$ cat config.mk
export PLATFORM = sky130hd
export DESIGN_NAME = ledr_rx_flat
export DESIGN_NICKNAME = d
export VERILOG_FILES = /design/src/rtl/ledr_rx_if.sv /design/src/rtl/ledr_rx.sv /design/src/flat_wrapper.sv
export SDC_FILE = /design/constraint.sdc
export NUM_CORES = 1
export LEC_CHECK = 0
export ABC_AREA = 1
export BUFFER_PORTS_ARGS = -buffer_cell sky130_fd_sc_hd__buf_2
export CORE_ASPECT_RATIO = 0.6
export CORE_MARGIN = 10
export CORE_UTILIZATION = 40
export DETAILED_ROUTE_END_ITERATION = 8
export RECOVER_POWER = 50
export SYNTH_ARGS = -nofsm -noshare
export SYNTH_HDL_FRONTEND = slang
export SYNTH_SLANG_ARGS = --single-unit
$ cat constraint.sdc
create_clock -name clk -period 1.8 [get_ports clk]
set_clock_uncertainty 0.15 [all_clocks]
set_input_delay 0.09 -clock clk [delete_from_list [all_inputs] [get_ports clk]]
set_output_delay 0.09 -clock clk [all_outputs]
set_load 0.005 [all_outputs]
$ cat src/rtl/ledr_rx_if.sv
// ledr_rx_if: LEDR rails, two-phase ack and the valid/ready output stream of the receiver
interface ledr_rx_if #(parameter int WIDTH = 8);
    logic [WIDTH-1:0] ledr_v;
    logic [WIDTH-1:0] ledr_t;
    logic             ack_o;
    logic [WIDTH-1:0] data_o;
    logic             valid_o;
    logic             ready_i;
    logic [1:0]       level_o;
    modport master (output ledr_v, ledr_t, ready_i, input ack_o, data_o, valid_o, level_o);
    modport slave  (input ledr_v, ledr_t, ready_i, output ack_o, data_o, valid_o, level_o);
endinterface

$ cat src/rtl/ledr_rx.sv
// ledr_rx: synchronises an LEDR word, detects completion, buffers it in a 2-entry FIFO, returns a two-phase ack
module ledr_rx #(
    parameter int WIDTH       = 8,
    parameter int SYNC_STAGES = 2
) (
    input logic     clk,
    input logic     rst,
    ledr_rx_if.slave bus
);
    typedef enum logic [1:0] {WAIT, CHECK, STALL} state_t;
    state_t                            state_q, state_d;
    logic [SYNC_STAGES-1:0][WIDTH-1:0] v_sync_q, v_sync_d, t_sync_q, t_sync_d;
    logic [WIDTH-1:0]                  vs, ts, head_q, head_d, tail_q, tail_d;
    logic [1:0]                        level_q, level_d;
    logic                              exp_q, exp_d, ack_q, ack_d, valid_q, valid_d;
    logic                              complete, pop, space, push;
    always_comb begin
        v_sync_d = {v_sync_q[SYNC_STAGES-2:0], bus.ledr_v};
        t_sync_d = {t_sync_q[SYNC_STAGES-2:0], bus.ledr_t};
        vs       = v_sync_q[SYNC_STAGES-1];
        ts       = t_sync_q[SYNC_STAGES-1];
        complete = ((vs ^ ts) == {WIDTH{exp_q}});
        pop      = valid_q & bus.ready_i;
        space    = (level_q != 2'd2) | pop;
        // STALL trusts the held word; CHECK needs a second complete sample to ride out skew
        push     = space & ((state_q == STALL) | ((state_q == CHECK) & complete));
        state_d  = push ? WAIT :
                   (state_q == WAIT)  ? (complete ? CHECK : WAIT) :
                   (state_q == CHECK) ? (complete ? STALL : WAIT) : STALL;
        ack_d    = push ? exp_q : ack_q;
        exp_d    = exp_q ^ push;
        level_d  = level_q + {1'b0, push} - {1'b0, pop};
        valid_d  = (level_d != 2'd0);
        head_d   = (pop & (level_q == 2'd2)) ? tail_q :
                   (push & ((level_q == 2'd0) | (pop & (level_q == 2'd1)))) ? vs : head_q;
        tail_d   = (push & ((level_q == 2'd2) ? pop : ((level_q == 2'd1) & ~pop))) ? vs : tail_q;
    end
    always_ff @(posedge clk) begin
        if (rst) begin
            state_q  <= WAIT;
            v_sync_q <= '0;
            t_sync_q <= '0;
            exp_q    <= 1'b1;
            ack_q    <= 1'b0;
            valid_q  <= 1'b0;
            level_q  <= 2'd0;
            head_q   <= '0;
            tail_q   <= '0;
        end else begin
            state_q  <= state_d;
            v_sync_q <= v_sync_d;
            t_sync_q <= t_sync_d;
            exp_q    <= exp_d;
            ack_q    <= ack_d;
            valid_q  <= valid_d;
            level_q  <= level_d;
            head_q   <= head_d;
            tail_q   <= tail_d;
        end
    end
    assign bus.ack_o   = ack_q;
    assign bus.data_o  = head_q;
    assign bus.valid_o = valid_q;
    assign bus.level_o = level_q;
endmodule

$ cat src/flat_wrapper.sv
// flat-port wrapper written by rule: the top's interface ports become plain ports
module ledr_rx_flat 
#(
    parameter int WIDTH       = 8,
    parameter int SYNC_STAGES = 2
)
  (clk, rst, bus_ledr_v, bus_ledr_t, bus_ready_i, bus_ack_o, bus_data_o, bus_valid_o, bus_level_o);
  ledr_rx_if #(.WIDTH(WIDTH)) bus_i ();
  input logic clk;
  input logic rst;
  input wire logic [$bits(bus_i.ledr_v)-1:0] bus_ledr_v;
  input wire logic [$bits(bus_i.ledr_t)-1:0] bus_ledr_t;
  input wire logic [$bits(bus_i.ready_i)-1:0] bus_ready_i;
  output wire logic [$bits(bus_i.ack_o)-1:0] bus_ack_o;
  output wire logic [$bits(bus_i.data_o)-1:0] bus_data_o;
  output wire logic [$bits(bus_i.valid_o)-1:0] bus_valid_o;
  output wire logic [$bits(bus_i.level_o)-1:0] bus_level_o;
  assign bus_i.ledr_v = bus_ledr_v;
  assign bus_i.ledr_t = bus_ledr_t;
  assign bus_i.ready_i = bus_ready_i;
  assign bus_ack_o = bus_i.ack_o;
  assign bus_data_o = bus_i.data_o;
  assign bus_valid_o = bus_i.valid_o;
  assign bus_level_o = bus_i.level_o;
  ledr_rx #(.WIDTH(WIDTH), .SYNC_STAGES(SYNC_STAGES)) u_core (.clk(clk), .rst(rst), .bus(bus_i));
endmodule
==> results of run 1 <==
-- synthesized netlist by cell type --
library cell / instances / area share
or2_2: 1 / 0.0028
buf_6: 2 / 0.010
ha_1: 2 / 0.011
nor2_1: 50 / 0.084
buf_1: 1 / 0.0017
clkbuf_1: 4 / 0.0067
a21oi_1: 26 / 0.058
nand3_2: 3 / 0.013
nand2_1: 68 / 0.11
inv_2: 2 / 0.0034
nor2_2: 2 / 0.0056
inv_1: 59 / 0.099
buf_2: 2 / 0.0045
xnor2_1: 4 / 0.016
dfxtp_1: 55 / 0.49
buf_4: 1 / 0.0034
nor3_1: 1 / 0.0022
xor2_1: 2 / 0.0078
nand3_1: 18 / 0.040
mux2_2: 2 / 0.010
nand2_4: 2 / 0.010
clkinv_1: 1 / 0.0017
-- area by class of cell --
| class | count | area [sq um] | share of cell area |
|---|---|---|---|
| sequential | 55 | 1110 | 0.364 |
| multi-input combinational | 182 | 973 | 0.318 |
| clock buffer | 6 | 72.6 | 0.0237 |
| inverter | 62 | 235 | 0.0770 |
| clock inverter | 1 | 30.0 | 0.00982 |
| timing repair buffer | 74 | 549 | 0.180 |
| tap | 66 | 82.6 | 0.0270 |
-- per-stage QoR --
stage / std cells / util / cell area, sq um
after floorplan: 308 / - / 2230
after global placement: 406 / 0.480 / 2510
after detailed placement: 406 / 0.480 / 2510
after CTS: 443 / 0.557 / 2910
after global routing: 446 / 0.584 / 3060
final: 446 / 0.584 / 3060
-- registers in the layout (all words and copies together) (netlist names) --
name                flops
u_core.tail_q           8
u_core.t_sync_d         8
u_core.vs               8
u_core.bus.ack_o        1
u_core.bus.level_o      2
u_core.state_q          2
u_core.exp_q            1
u_core.v_sync_d         8
u_core.bus.valid_o      1
u_core.ts               8
u_core.bus.data_o       8
-- tightest hold or removal path, delay by kind of cell --
kind                   cells  cell delay, ns
buffers and inverters      1            0.10
AO/OA/AOI/OAI              1            0.07
AND/OR/NAND/NOR            3            0.37
-- placed cells by master, fill, tap and decap left out, types with 2 or more instances in the layout --
master / n
nand2_1: 59
inv_1: 53
nor2_1: 50
dfxtp_1: 47
dlygate4sd3_1: 22
buf_2: 22
buf_4: 19
a21oi_1: 17
nand3_1: 13
clkbuf_1: 9
nand2_2: 8
nand3_2: 8
a21oi_2: 8
inv_2: 7
dfxtp_2: 7
clkbuf_8: 5
xnor2_1: 3
nand2_4: 3
nor2_2: 2
xor2_1: 2
mux2_2: 2
-- per-layer routing --
metal  wire length (um)  share of wire  up-vias  track usage
li1                   -              -     1055            -
met1               2500           0.52      875        0.140
met2               2030           0.42       34        0.153
met3                284          0.059        2       0.0476
met4                  8         0.0017        0       0.0224
met5                  0              0        -            0
-- report_power, final --
group	leakage [uW]	internal (uW)	switching [uW]	total [uW]
Clock	0.0000513	408	369	777
Sequential	0.000454	1260	29.1	1290
Combinational	0.00102	136	156	292
-- worst paths after layout --
check / startpoint / to / slack (ns) / depth (start not counted)
max: u_core.vs[3] / u_core.bus.valid_o / 0.06 / 15
min: bus_ready_i / u_core.bus.ack_o / 0.22 / 5
max reg2reg: u_core.vs[3] / u_core.bus.valid_o / 0.06 / 15
min reg2reg: u_core.t_sync_d[11] / u_core.ts[3] / 0.25 / 2
-- kinds of logic (layout without fill, tap and decap cells) --
family	count (synthesis)	in the layout	share of synthesized area
AO/OA/AOI/OAI	26	26	0.0583
multiplexers	2	2	0.0101
adder cells (fa/ha/maj)	2	2	0.0112
XOR/XNOR	6	6	0.0235
buffers and inverters	72	143	0.131
flip-flops	55	55	0.493
AND/OR/NAND/NOR	145	146	0.273
-- repair_timing --
| item | in CTS | in global routing |
|---|---|---|
| endpoints found under the hold margin | 21 | 0 |
| cloned | 0 | 1 |
| setup endpoints to repair | 2 | 19 |
| hold buffers | 22 | 0 |
| setup buffers | 8 | 2 |
| resized for setup | 14 | 34 |
| pin swaps | 9 | 15 |
==> results.cfg, run 1 <==
[sta]
hold_violations = 0
fmax_mhz = 574
grt_setup_unrepaired = yes
worstMarginPinSlew_ns = 0.692
hold_ws_ns = 0.225
min_period_ns = 1.74
maxSlewViolCount = 0
slew_headroom = 0.539
min_period_over_period = 0.968
setup_viol = 0
layout_setup_ws_ns = 0.0579
setup_tns_ns = 0

[logic_synthesis]
synth-seq-cells = 55
ys_types = 22
syn_area_sq_um = 2230
avgSynthCellArea_sq_um = 7.25
seq_area_frac_synth = 0.493
synthesis.nets = 329
synthCells = 308
ys_warn_count = 0

[grt]
grt_pass1_vias = 1780
antenna_found_initial = 0
grt_usage = 0.105
grt_pass1_wl_um = 7860
grt.overflow.total = 0
grt_max_degree = 25

[routing]
drt-initial-drc-count = 92
routedWlPerCell_um = 10.8
vias = 1966
dr.pass1.iters = 4
via_per_inst = 4.41
drc = 0
drt_wl_total_um = 4830
ant_nets = 0

[place]
gp_congestion = 0.840
io_buffer_count = 30
hpwlAfterDp_um = 3310
dpl_worst_slack_ns = -0.0399

[floorplanning]
io_pins = 31
die_width_um = 116
initial_core_util = 0.427
die-area_sq_um = 9070
rows = 20
die_h_um = 77.9
core_sq_um = 5230

[worst_setup_path]
path_cells = inv_2 > nand2_2 > nand2_2 > nand2_1 > nand2_1 > nand2_1 > nor2_2 > nand3_2 > nand2_4 > nand2_4 > inv_2 > ha_4 > xnor2_2 > inv_1 > a21oi_2
critical_path_buf_inv_count = 3
start_kind = flip-flop
worstSetupEndpointType = flip-flop
cp_max_fo = 4
cpMostUsedCell = nand2_1
slowest_delay_ns = 0.35
critPathKind = flip-flop to flip-flop
worstPathRequired_ns = 1.89
arrival_ns = 1.83
critPathTopFamily = simple AND/OR/NAND/NOR gates
cp_slowest_cell = dfxtp_2

[final_layout]
area_delta_synth_final_pct = 36.9
drive_above_1_share = 0.268
nNetsFinal = 401
nFillCells = 518
n_antenna_cell = 0

[clock_network]
cts_buffers = 5
clock-sinks = 55
clk_latency_ns = 0.30
clkTransAtPathRegs_ns = 0.09
cts_tree = built
h-tree-depth = 2
clockBufferDepth = 2
clockRootBuffer = clkbuf_8

[pwr]
powerDensity_nw_per_um2 = 773
ir_drop_mv = 0.383
p_total_uw = 2360
p_leak_uw = 0.00153

[min_path]
hp-class = input pin to flip-flop

[run]
max_cap_viol_count = 0

[status]
status = finished, final reports clean
Power figures use the tool's default switching activity.
==> run 2: changes to the inputs <==
--- a/config.mk
+++ b/config.mk
@@ -5,7 +5,7 @@
 export SDC_FILE = /design/constraint.sdc
 export NUM_CORES = 1
 export LEC_CHECK = 0
-export ABC_AREA = 1
+export ABC_AREA = 0
 export BUFFER_PORTS_ARGS = -buffer_cell sky130_fd_sc_hd__buf_2
 export CORE_ASPECT_RATIO = 0.6
 export CORE_MARGIN = 10
==> run 2 against run 1 <==
The run now ends with setup timing left. Non-clock buffer count rose by 8. Die area fell by 5.8%. First-iteration DRC count fell by 61%. Count of clock-buffer cells in the layout fell by 1. Clock power rose by 6.9%. Critical path depth fell by 6. Area after synthesis fell by 7.4%. Fmax fell by 19%.
==> results.cfg, run 2 <==
[status]
status = finished with violations
failed_checks = setup timing

[floorplanning]
die_width_um = 113
core_sq_um = 5030
initial_core_util = 0.411
rows = 20
die-area_sq_um = 8540
io_pins = 31
die_h_um = 75.7

[routing]
dr.pass1.iters = 4
drc = 0
routedWlPerCell_um = 13.0
drt_wl_total_um = 4410
ant_nets = 0
via_per_inst = 4.46
vias = 1515
drt-initial-drc-count = 36

[final_layout]
final_common_cell = dfxtp_1
final_cell_mix = 46 x dfxtp_1, 34 x nor2b_1, 29 x buf_4, 21 x buf_2, 18 x mux2i_1
nNetsFinal = 294
area_delta_synth_final_pct = 46.1
drive_above_1_share = 0.376
nFillCells = 422
n_antenna_cell = 0
final_cell_area_sq_um = 3020

[clock_network]
clk_latency_ns = 0.31
clockBufferDepth = 2
h-tree-depth = 2
clock-sinks = 55
cts_tree = built
clockRootBuffer = clkbuf_8
cts_buffers = 5
clkTransAtPathRegs_ns = 0.10

[run]
max_cap_viol_count = 0

[worst_setup_path]
start_kind = flip-flop
r2r_slack_ns = -0.35
reg2reg_from = u_core.vs[6]
slowest_delay_ns = 0.34
arrival_ns = 2.21
cp_slowest_cell = dfxtp_1
path_cells = xnor2_1 > nand2b_1 > nand4bb_1 > o21ai_2 > ha_4 > xor2_2 > xnor2_1 > nor2_1 > or2_4
critical_path_buf_inv_count = 0
critPathTopFamily = simple AND/OR/NAND/NOR gates
startpoint = u_core.vs[6]
cpMostUsedCell = xnor2_1
cp_max_fo = 2
r2r-end = u_core.bus.valid_o
r2r_cells = 9
critPathKind = flip-flop to flip-flop
worstPathRequired_ns = 1.86
worstSetupEndpointType = flip-flop

[logic_synthesis]
post-synth-top-area-cell = dfxtp_1
ys_top_cells_by_count = 55 x dfxtp_1, 35 x nor2b_1, 18 x mux2i_1
synth-seq-cells = 55
synth_edf_count = 0
syn_area_sq_um = 2070
ys_top_cells_by_area = dfxtp_1 53%, nor2b_1 11%, mux2i_1 8.7%
async_flop_share = 0
ys_types = 32
synthesis.nets = 214
synthCells = 193
seq_area_frac_synth = 0.533
yosysMostFrequentCell = dfxtp_1
yosysTopAreaCellShare = 0.533
ys_warn_count = 0
synthFlopType = dfxtp_1
avgSynthCellArea_sq_um = 10.7

[grt]
grt.overflow.total = 0
antenna_found_initial = 0
grtUsageMet1 = 0.135
grt_pass1_wl_um = 7240
gr-usage-met2 = 0.161
top_usage_layer = met2
grt_usage = 0.105
grt_max_degree = 36
gr-usage-met3 = 0.0362
grt_pass1_vias = 1533

[sta]
min_period_over_period = 1.19
worstMarginPinSlew_ns = 0.327
setup_viol = 21
slew_headroom = 0.782
hold_violations = 0
setup_tns_ns = -5.63
grt_setup_unrepaired = yes
maxSlewViolCount = 0
hold_ws_ns = 0.122
fmax_mhz = 466
min_period_ns = 2.15
layout_setup_ws_ns = -0.348

[pwr]
p_clk_frac = 0.335
p_sw_uw = 585
pwr-share-comb = 0.142
p_int_uw = 1900
ir_drop_mv = 0.530
p_leak_uw = 0.00133
power.share.sequential = 0.523
switching_share = 0.236
powerDensity_nw_per_um2 = 822

[min_path]
hold_depth = 5
hp-class = input pin to flip-flop
min-delay-start = bus_ready_i
hold_end = u_core.state_q[1]

[place]
gp_congestion = 0.751
dpl_worst_slack_ns = -0.372
io_buffer_count = 30
hpwlAfterDp_um = 2960
post_dp_cell_area_sq_um = 2590
[run 2: worst max-delay path by stage]
| stage | endpoint | slack (ns) | cells after the start |
|---|---|---|---|
| 3_3_place_gp | u_core.bus.valid_o | -0.37 | 9 |
| 5_1_grt | u_core.bus.valid_o | -0.44 | 9 |
| 2_1_floorplan | u_core.bus.valid_o | -0.33 | 9 |
| 3_5_place_dp | u_core.bus.valid_o | -0.37 | 9 |
| 4_1_cts | u_core.bus.valid_o | -0.35 | 9 |
| 6_report | u_core.bus.valid_o | -0.35 | 9 |
[run 2: area by class of cell]
class                      instances  area [sq um]  share of cell area
clock buffer                       5          68.8              0.0228
inverter                           3          11.3             0.00373
sequential                        55          1120               0.371
multi-input combinational        126          1090               0.360
tap                               66          82.6              0.0274
timing repair buffer              82           603               0.200
clock inverter                     3          46.3              0.0153
[run 2: logic make-up after synthesis]
group / count (synthesis) / synth area share
AND/OR/NAND/NOR: 77 / 0.226
flip-flops: 55 / 0.533
multiplexers: 19 / 0.0981
AO/OA/AOI/OAI: 17 / 0.0563
buffers and inverters: 12 / 0.0248
XOR/XNOR: 11 / 0.0502
adder cells (fa/ha/maj): 2 / 0.0121
[run 2: what timing repair did]
action                                 CTS  global route
setup buffers                            2             3
endpoints found under the hold margin   17             0
hold buffers                            17             0
setup endpoints to repair               22            23
gates cloned                             0             0
resized for setup                       16            15
pin swaps                               11            15
[run 2: power by group through the flow]
| stage | sequential [uW] | combinational, uW | clock [uW] |
|---|---|---|---|
| 2_1_floorplan | 1330 | 152 | 0 |
| 3_3_place_gp | 1320 | 292 | 0 |
| 3_5_place_dp | 1320 | 291 | 0 |
| 4_1_cts | 1300 | 334 | 862 |
| 5_1_grt | 1300 | 389 | 912 |
| 6_report | 1300 | 352 | 831 |
[run 2: tightest hold or removal path, stage by stage]
cell     delay [ns]
buf_2          0.10
nand2_1        0.06
buf_4          0.15
nand3_1        0.08
a21oi_1        0.06
[run 2: metal layers]
layer  up-vias  routed length, um
met3         7                199
met4         0                 61
li1        802                  -
met2        29               1910
met1       677               2240
met5         -                  0
[run 2: per-stage QoR]
| stage | util | power (uW) | std cells |
|---|---|---|---|
| floorplan | - | 1480 | 193 |
| global placement | 0.515 | 1610 | 312 |
| detailed placement | 0.515 | 1610 | 312 |
| CTS | 0.586 | 2490 | 338 |
| global route | 0.600 | 2600 | 340 |
| finish | 0.600 | 2480 | 340 |
